[src/rtl/pipelined_adder.sv]
// Pipelined WIDTH-bit adder: STAGES ripple chunks with a registered carry between chunks,
// valid/ready on both sides. Define ADD_SUB_EN to add the sub port (a - b via a + ~b + 1).
module pipelined_adder #(
  parameter int WIDTH  = 16,
  parameter int STAGES = 4
) (
  input  logic             clk,
  input  logic             rst,
  input  logic             in_valid,
  output logic             in_ready,
  input  logic [WIDTH-1:0] a,
  input  logic [WIDTH-1:0] b,
  input  logic             carry_in,
`ifdef ADD_SUB_EN
  input  logic             sub,
`endif
  output logic             out_valid,
  input  logic             out_ready,
  output logic [WIDTH-1:0] sum,
  output logic             carry_out
);

  localparam int CHUNK = WIDTH / STAGES;

  logic             stall_s;
  logic [WIDTH-1:0] b_in_s;
  logic             c_in_s;

  logic             valid_r [STAGES];
  logic             carry_r [STAGES];
  logic [WIDTH-1:0] a_r     [STAGES];
  logic [WIDTH-1:0] b_r     [STAGES];
  logic [WIDTH-1:0] s_r     [STAGES];

  // A held result blocks the whole pipe, bubbles included.
  assign stall_s  = valid_r[STAGES-1] & ~out_ready;
  assign in_ready = ~stall_s;

  // Operand conditioning at entry; subtraction folds into the add as a + ~b + 1.
  always_comb begin
`ifdef ADD_SUB_EN
    if (sub) begin
      b_in_s = ~b;
      c_in_s = 1'b1;
    end else begin
      b_in_s = b;
      c_in_s = carry_in;
    end
`else
    b_in_s = b;
    c_in_s = carry_in;
`endif
  end

  for (genvar k = 0; k < STAGES; k++) begin : g_stage
    logic [WIDTH-1:0] a_prev_s;
    logic [WIDTH-1:0] b_prev_s;
    logic [WIDTH-1:0] s_prev_s;
    logic [WIDTH-1:0] s_next_s;
    logic             c_prev_s;
    logic             v_prev_s;
    logic [CHUNK:0]   chunk_s;

    if (k == 0) begin : g_head
      assign a_prev_s = a;
      assign b_prev_s = b_in_s;
      assign s_prev_s = {WIDTH{1'b0}};
      assign c_prev_s = c_in_s;
      assign v_prev_s = in_valid & in_ready;
    end else begin : g_body
      assign a_prev_s = a_r[k-1];
      assign b_prev_s = b_r[k-1];
      assign s_prev_s = s_r[k-1];
      assign c_prev_s = carry_r[k-1];
      assign v_prev_s = valid_r[k-1];
    end

    assign chunk_s = {1'b0, a_prev_s[k*CHUNK +: CHUNK]}
                   + {1'b0, b_prev_s[k*CHUNK +: CHUNK]}
                   + {{CHUNK{1'b0}}, c_prev_s};

    // Merge this stage's chunk into the partial sum carried down the pipe.
    always_comb begin
      s_next_s                     = s_prev_s;
      s_next_s[k*CHUNK +: CHUNK]   = chunk_s[CHUNK-1:0];
    end

    // Stage register: shifts when the pipe is not stalled, holds otherwise.
    always_ff @(posedge clk or posedge rst) begin
      if (rst) begin
        valid_r[k] <= 1'b0;
        carry_r[k] <= 1'b0;
        a_r[k]     <= {WIDTH{1'b0}};
        b_r[k]     <= {WIDTH{1'b0}};
        s_r[k]     <= {WIDTH{1'b0}};
      end else if (!stall_s) begin
        valid_r[k] <= v_prev_s;
        carry_r[k] <= chunk_s[CHUNK];
        a_r[k]     <= a_prev_s;
        b_r[k]     <= b_prev_s;
        s_r[k]     <= s_next_s;
      end
    end
  end

  assign out_valid = valid_r[STAGES-1];
  assign sum       = s_r[STAGES-1];
  assign carry_out = carry_r[STAGES-1];

endmodule

[config.mk]
export PLATFORM = sky130hd
export DESIGN_NAME = pipelined_adder
export DESIGN_NICKNAME = d
export VERILOG_FILES = /design/src/rtl/pipelined_adder.sv
export SDC_FILE = /design/constraint.sdc
export NUM_CORES = 1
export LEC_CHECK = 0
export ABC_AREA = 1
export CELL_PAD_IN_SITES_DETAIL_PLACEMENT = 1
export CELL_PAD_IN_SITES_GLOBAL_PLACEMENT = 1
export CORE_AREA = 2 2 105 107
export DETAILED_ROUTE_END_ITERATION = 12
export DIE_AREA = 0 0 107 109
export PLACE_DENSITY_LB_ADDON = 0.1
export SYNTH_ARGS = -nofsm -noshare
export SYNTH_HDL_FRONTEND = slang
export SYNTH_SLANG_ARGS = --single-unit
[constraint.sdc]
create_clock -name clk -period 3.9 [get_ports clk]
set_clock_uncertainty 0.1 [all_clocks]
set_input_delay 0.78 -clock clk [delete_from_list [all_inputs] [get_ports clk]]
set_output_delay 0.78 -clock clk [all_outputs]
set_load 0.01 [all_outputs]
## Word-level counts from Yosys, hierarchy flattened

Index checks and enable logic that the tools add are counted.

| cells by class | value |
|---|---|
| add/sub/neg operators | 8 |
| bitwise gates (word level) | 4 |

Operators by type and width:

| cell | count |
|---|---|
| $add A4 B4 Y5 | 4 |
| $add A5 B1 Y5 | 4 |
| $and A1 B1 Y1 | 2 |
| $not A1 Y1 | 2 |

| storage, ports and cells | value |
|---|---|
| register bits after elaboration | 144 |
| output and inout port bits | 19 |

## Longest topological paths before layout

| depth | value |
|---|---|
| word-level depth | 4 |
| depth in mapped cells | 8 |
| gate-level depth less buffers | 8 |

## Worst setup path before layout

OpenSTA, ideal clock, no wires.

| timing | value |
|---|---|
| path kind | input to output |
| start | input out_ready |
| end | output in_ready |
| data arrival time | 1189 ps |
| setup slack | 1831 ps |
| stages on the path | 4 |
| cells stage by stage | inv_1 > nand2_1 > buf_6 > buf_2 |

| on the way | value |
|---|---|
| cells in the longest elaborated chain, start to end | 3 |

RTL lines:

| item | line | RTL |
|---|---|---|
| start, declared | 18 | `input logic out_ready,` |
| $not A1 Y1 | 36 | `assign stall_s = valid_r[STAGES-1] & ~out_ready;` |
| $and A1 B1 Y1 | 36 |  |
| $not A1 Y1 | 37 | `assign in_ready = ~stall_s;` |
| end, declared | 10 | `output logic in_ready,` |

No other way between the ends.

## Worst setup path in the final report

Ends and elaborated chain as after synthesis.

==> results.py <==
metrics = {
    "floorplanning": {
        "initial_core_util_pct": 40.8,
        "dieHeight_um": 109,
        "core_area_um2": 10600,
        "num_io_pins": 56,
        "rows": 38,
        "die_w_um": 107,
        "die_area_um2": 11700,
    },
    "cts": {
        "cts_setup_buffers": 0,
        "h-tree-depth": 3,
        "clk_pin_slew_ns": 0.10,
        "cts_sinks": 96,
        "clk_path_buf_depth": 2,
        "clk_latency_ns": 0.37,
        "hold_buffers": 0,
        "cts_tree": "built",
        "ctsResizeCount": 0,
        "cts_buffers": 9,
        "cts_root_buf": "clkbuf_8",
    },
    "drt": {
        "drt_iter0_drc": 129,
        "avgRoutedWirePerCell_um": 13.2,
        "vias_per_cell": 4.67,
        "drc": 0,
        "dr.pass1.iters": 4,
        "drt-total-wl_um": 8730,
        "num_vias": 3099,
        "ant_nets": 0,
    },
    "timing": {
        "rsz0062_at_grt": "no",
        "hold_viol": 0,
        "min_period_over_period_pct": 71.6,
        "fmax_ghz": 0.358,
        "slew_headroom_pct": 30.5,
        "fin_crit_ns": 2.79,
        "tns_ns": 0,
        "slew_violations": 0,
        "worst_pin_slew_ns": 1.04,
        "setup_violations": 0,
    },
    "yosys": {
        "ys_warn_count": 0,
        "avgSynthCellArea_um2": 9.22,
        "synthesis.area_um2": 4320,
        "synthesis.nets": 526,
        "yosys-top-cells-area": "dfrtp_1 (56%), nand2_1 (17%), o21ai_2 (4.3%), inv_1 (3.8%), fa_1 (3.7%)",
        "syn_inst": 469,
        "yosysTopAreaCellShare_pct": 55.6,
        "synth-seq-area-share_pct": 55.6,
        "async_reset_ff_share_pct": 100,
        "synth_area_leader_cell": "dfrtp_1",
        "synth_cell_types": 20,
        "ys_ff_latch": 96,
        "synthTopCellsByCount": "nand2_1 (191), dfrtp_1 (96), inv_1 (44), o21ai_0 (27), o21ai_2 (21)",
        "synth.most_common_cell": "nand2_1",
        "synthFlopType": "dfrtp_1",
        "synth-edff-count": 0,
    },
    "global_route": {
        "grt_start_max_net_pins": 98,
        "grt_pass1_wl_um": 15300,
        "grt_pass1_vias": 3293,
        "grt-ovfl-total": 0,
        "grt_usage_pct": 16.5,
        "antenna_found_initial": 0,
    },
    "power": {
        "p_int_uw": 2390,
        "ir_drop_mv": 0.468,
        "p_clk_share_pct": 17.4,
        "seqPwrFrac_pct": 43.0,
        "cellLeakagePower_uw": 0.00257,
        "p_per_area_nw_per_um2": 754,
        "power_frac_comb_pct": 39.6,
        "netSwitchingPower_uw": 1470,
        "switching_share_pct": 38.1,
    },
    "setup_path": {
        "crit_required_ns": 3.02,
        "critPathKind": "input pin to output port",
        "cp-start-kind": "input pin",
        "worstSetupEndpointType": "output port",
        "path_max_fanout": 5,
        "crit_arrival_ns": 1.91,
    },
    "placement": {
        "io_buffer_count": 55,
        "hpwlAfterDp_um": 5670,
        "gp_congestion": 0.802,
    },
    "run": {
        "max_cap_violations": 0,
    },
    "hold_path": {
        "hold_path_class": "flop to flop",
    },
    "finish": {
        "postLayoutCoreUtil_pct": 48.3,
        "nets": 576,
        "fillerInstances": 1248,
        "final_layout_size_suffix_gt1_share_pct": 9.73,
        "area_growth_pct": 18.6,
        "antenna_cells": 0,
    },
    "outcome": {
        "status": "finished clean",
    },
}
==> worst paths after layout <==
kind	start	endpoint	slack, ns	cells after the start
worst max-delay path	out_ready	in_ready	1.11	4
worst min-delay path	g_stage[3].v_prev_s$_DFFE_PP0N_	out_valid$_DFFE_PP0N_	0.37	2
worst max register to register	g_stage[2].a_prev_s[8]$_DFFE_PP0N_	g_stage[3].c_prev_s$_DFFE_PP0N_	1.94	6
worst min register to register	g_stage[3].v_prev_s$_DFFE_PP0N_	out_valid$_DFFE_PP0N_	0.37	2
max in group asynchronous	rst	g_stage[2].s_prev_s[3]$_DFFE_PP0N_	2.06	3
min in group asynchronous	rst	g_stage[3].s_prev_s[11]$_DFFE_PP0N_	0.90	2
==> final cells by class <==
class | instances | area, µm² | share of cell area (%)
well taps | 140 | 175 | 3.42
repair buffers | 60 | 588 | 11.5
clock inverters | 7 | 77.6 | 1.51
multi-input cells | 307 | 1590 | 30.9
flip-flops and latches | 96 | 2400 | 46.9
clock buffers | 9 | 124 | 2.42
inverters | 45 | 174 | 3.39
==> power groups by stage <==
stage | sequential [µW] | combinational (µW) | clock [µW]
floorplan | 1670 | 1070 | 0
global placement | 1670 | 1470 | 0
detailed placement | 1680 | 1550 | 0
CTS | 1670 | 1570 | 695
global route | 1720 | 1780 | 729
finish | 1660 | 1530 | 674
==> worst max-delay path: stages <==
cell and delay, ns:
clkdlybuf4s50_1 0.45, inv_1 0.06, nand2_4 0.09, clkdlybuf4s50_1 0.53
==> stage by stage <==
step | cell area, µm² | setup WS (ns) | power (µW) | hold slack [ns] | std cells
2_1_floorplan | 4320 | 0.515 | 2740 | 0.320 | 469
3_3_place_gp | 4920 | 1.11 | 3140 | 0.340 | 648
3_5_place_dp | 4920 | 1.10 | 3240 | 0.352 | 648
4_1_cts | 5130 | 1.10 | 3930 | 0.377 | 664
5_1_grt | 5130 | 1.06 | 4220 | 0.391 | 664
6_report | 5130 | 1.11 | 3860 | 0.374 | 664
==> kinds of logic (layout without fill, tap and decap cells) <==
kind of cell | Yosys count | count (layout) | share of synthesized area, %
AO/OA/AOI/OAI | 59 | 59 | 8.68
adder cells (fa/ha/maj) | 20 | 20 | 7.18
buffers and inverters | 66 | 121 | 7.93
flip-flops | 96 | 96 | 55.6
AND/OR/NAND/NOR | 228 | 228 | 20.6
==> layout by cell type (no fill, tap or decap) <==
| cell type | n |
|---|---|
| nand2_1 | 190 |
| dfrtp_1 | 96 |
| clkdlybuf4s50_1 | 55 |
| inv_1 | 43 |
| o21ai_0 | 27 |
| o21ai_2 | 21 |
| nand3_1 | 17 |
| nor2_1 | 14 |
| ha_1 | 12 |
| clkbuf_8 | 9 |
| a21oi_1 | 8 |
| fa_1 | 8 |
| nand2_2 | 5 |
| buf_4 | 5 |
| inv_4 | 2 |
| o21ai_1 | 2 |
| clkinv_4 | 2 |
| inv_6 | 2 |
| nand2_4 | 1 |
| or2_2 | 1 |
| a31oi_1 | 1 |
| clkinvlp_4 | 1 |
| bufinv_16 | 1 |
| clkinv_2 | 1 |
==> registers in the layout, summed over array words and instances (netlist names) <==
signal	cells
g_stage.c_prev_s	3
g_stage.a_prev_s	24
g_stage.b_prev_s	24
g_stage.s_prev_s	24
out_valid	1
sum	16
g_stage.v_prev_s	3
carry_out	1
==> metal layers <==
metal  track usage [%]  share of wire (%)  up-vias
met2              27.6                 47       47
li1                  -                  -     1548
met5                 0                  0        -
met3              2.87                3.1       16
met1              21.3                 48     1488
met4              6.68                1.9        0
Power figures use the tool's default switching activity.
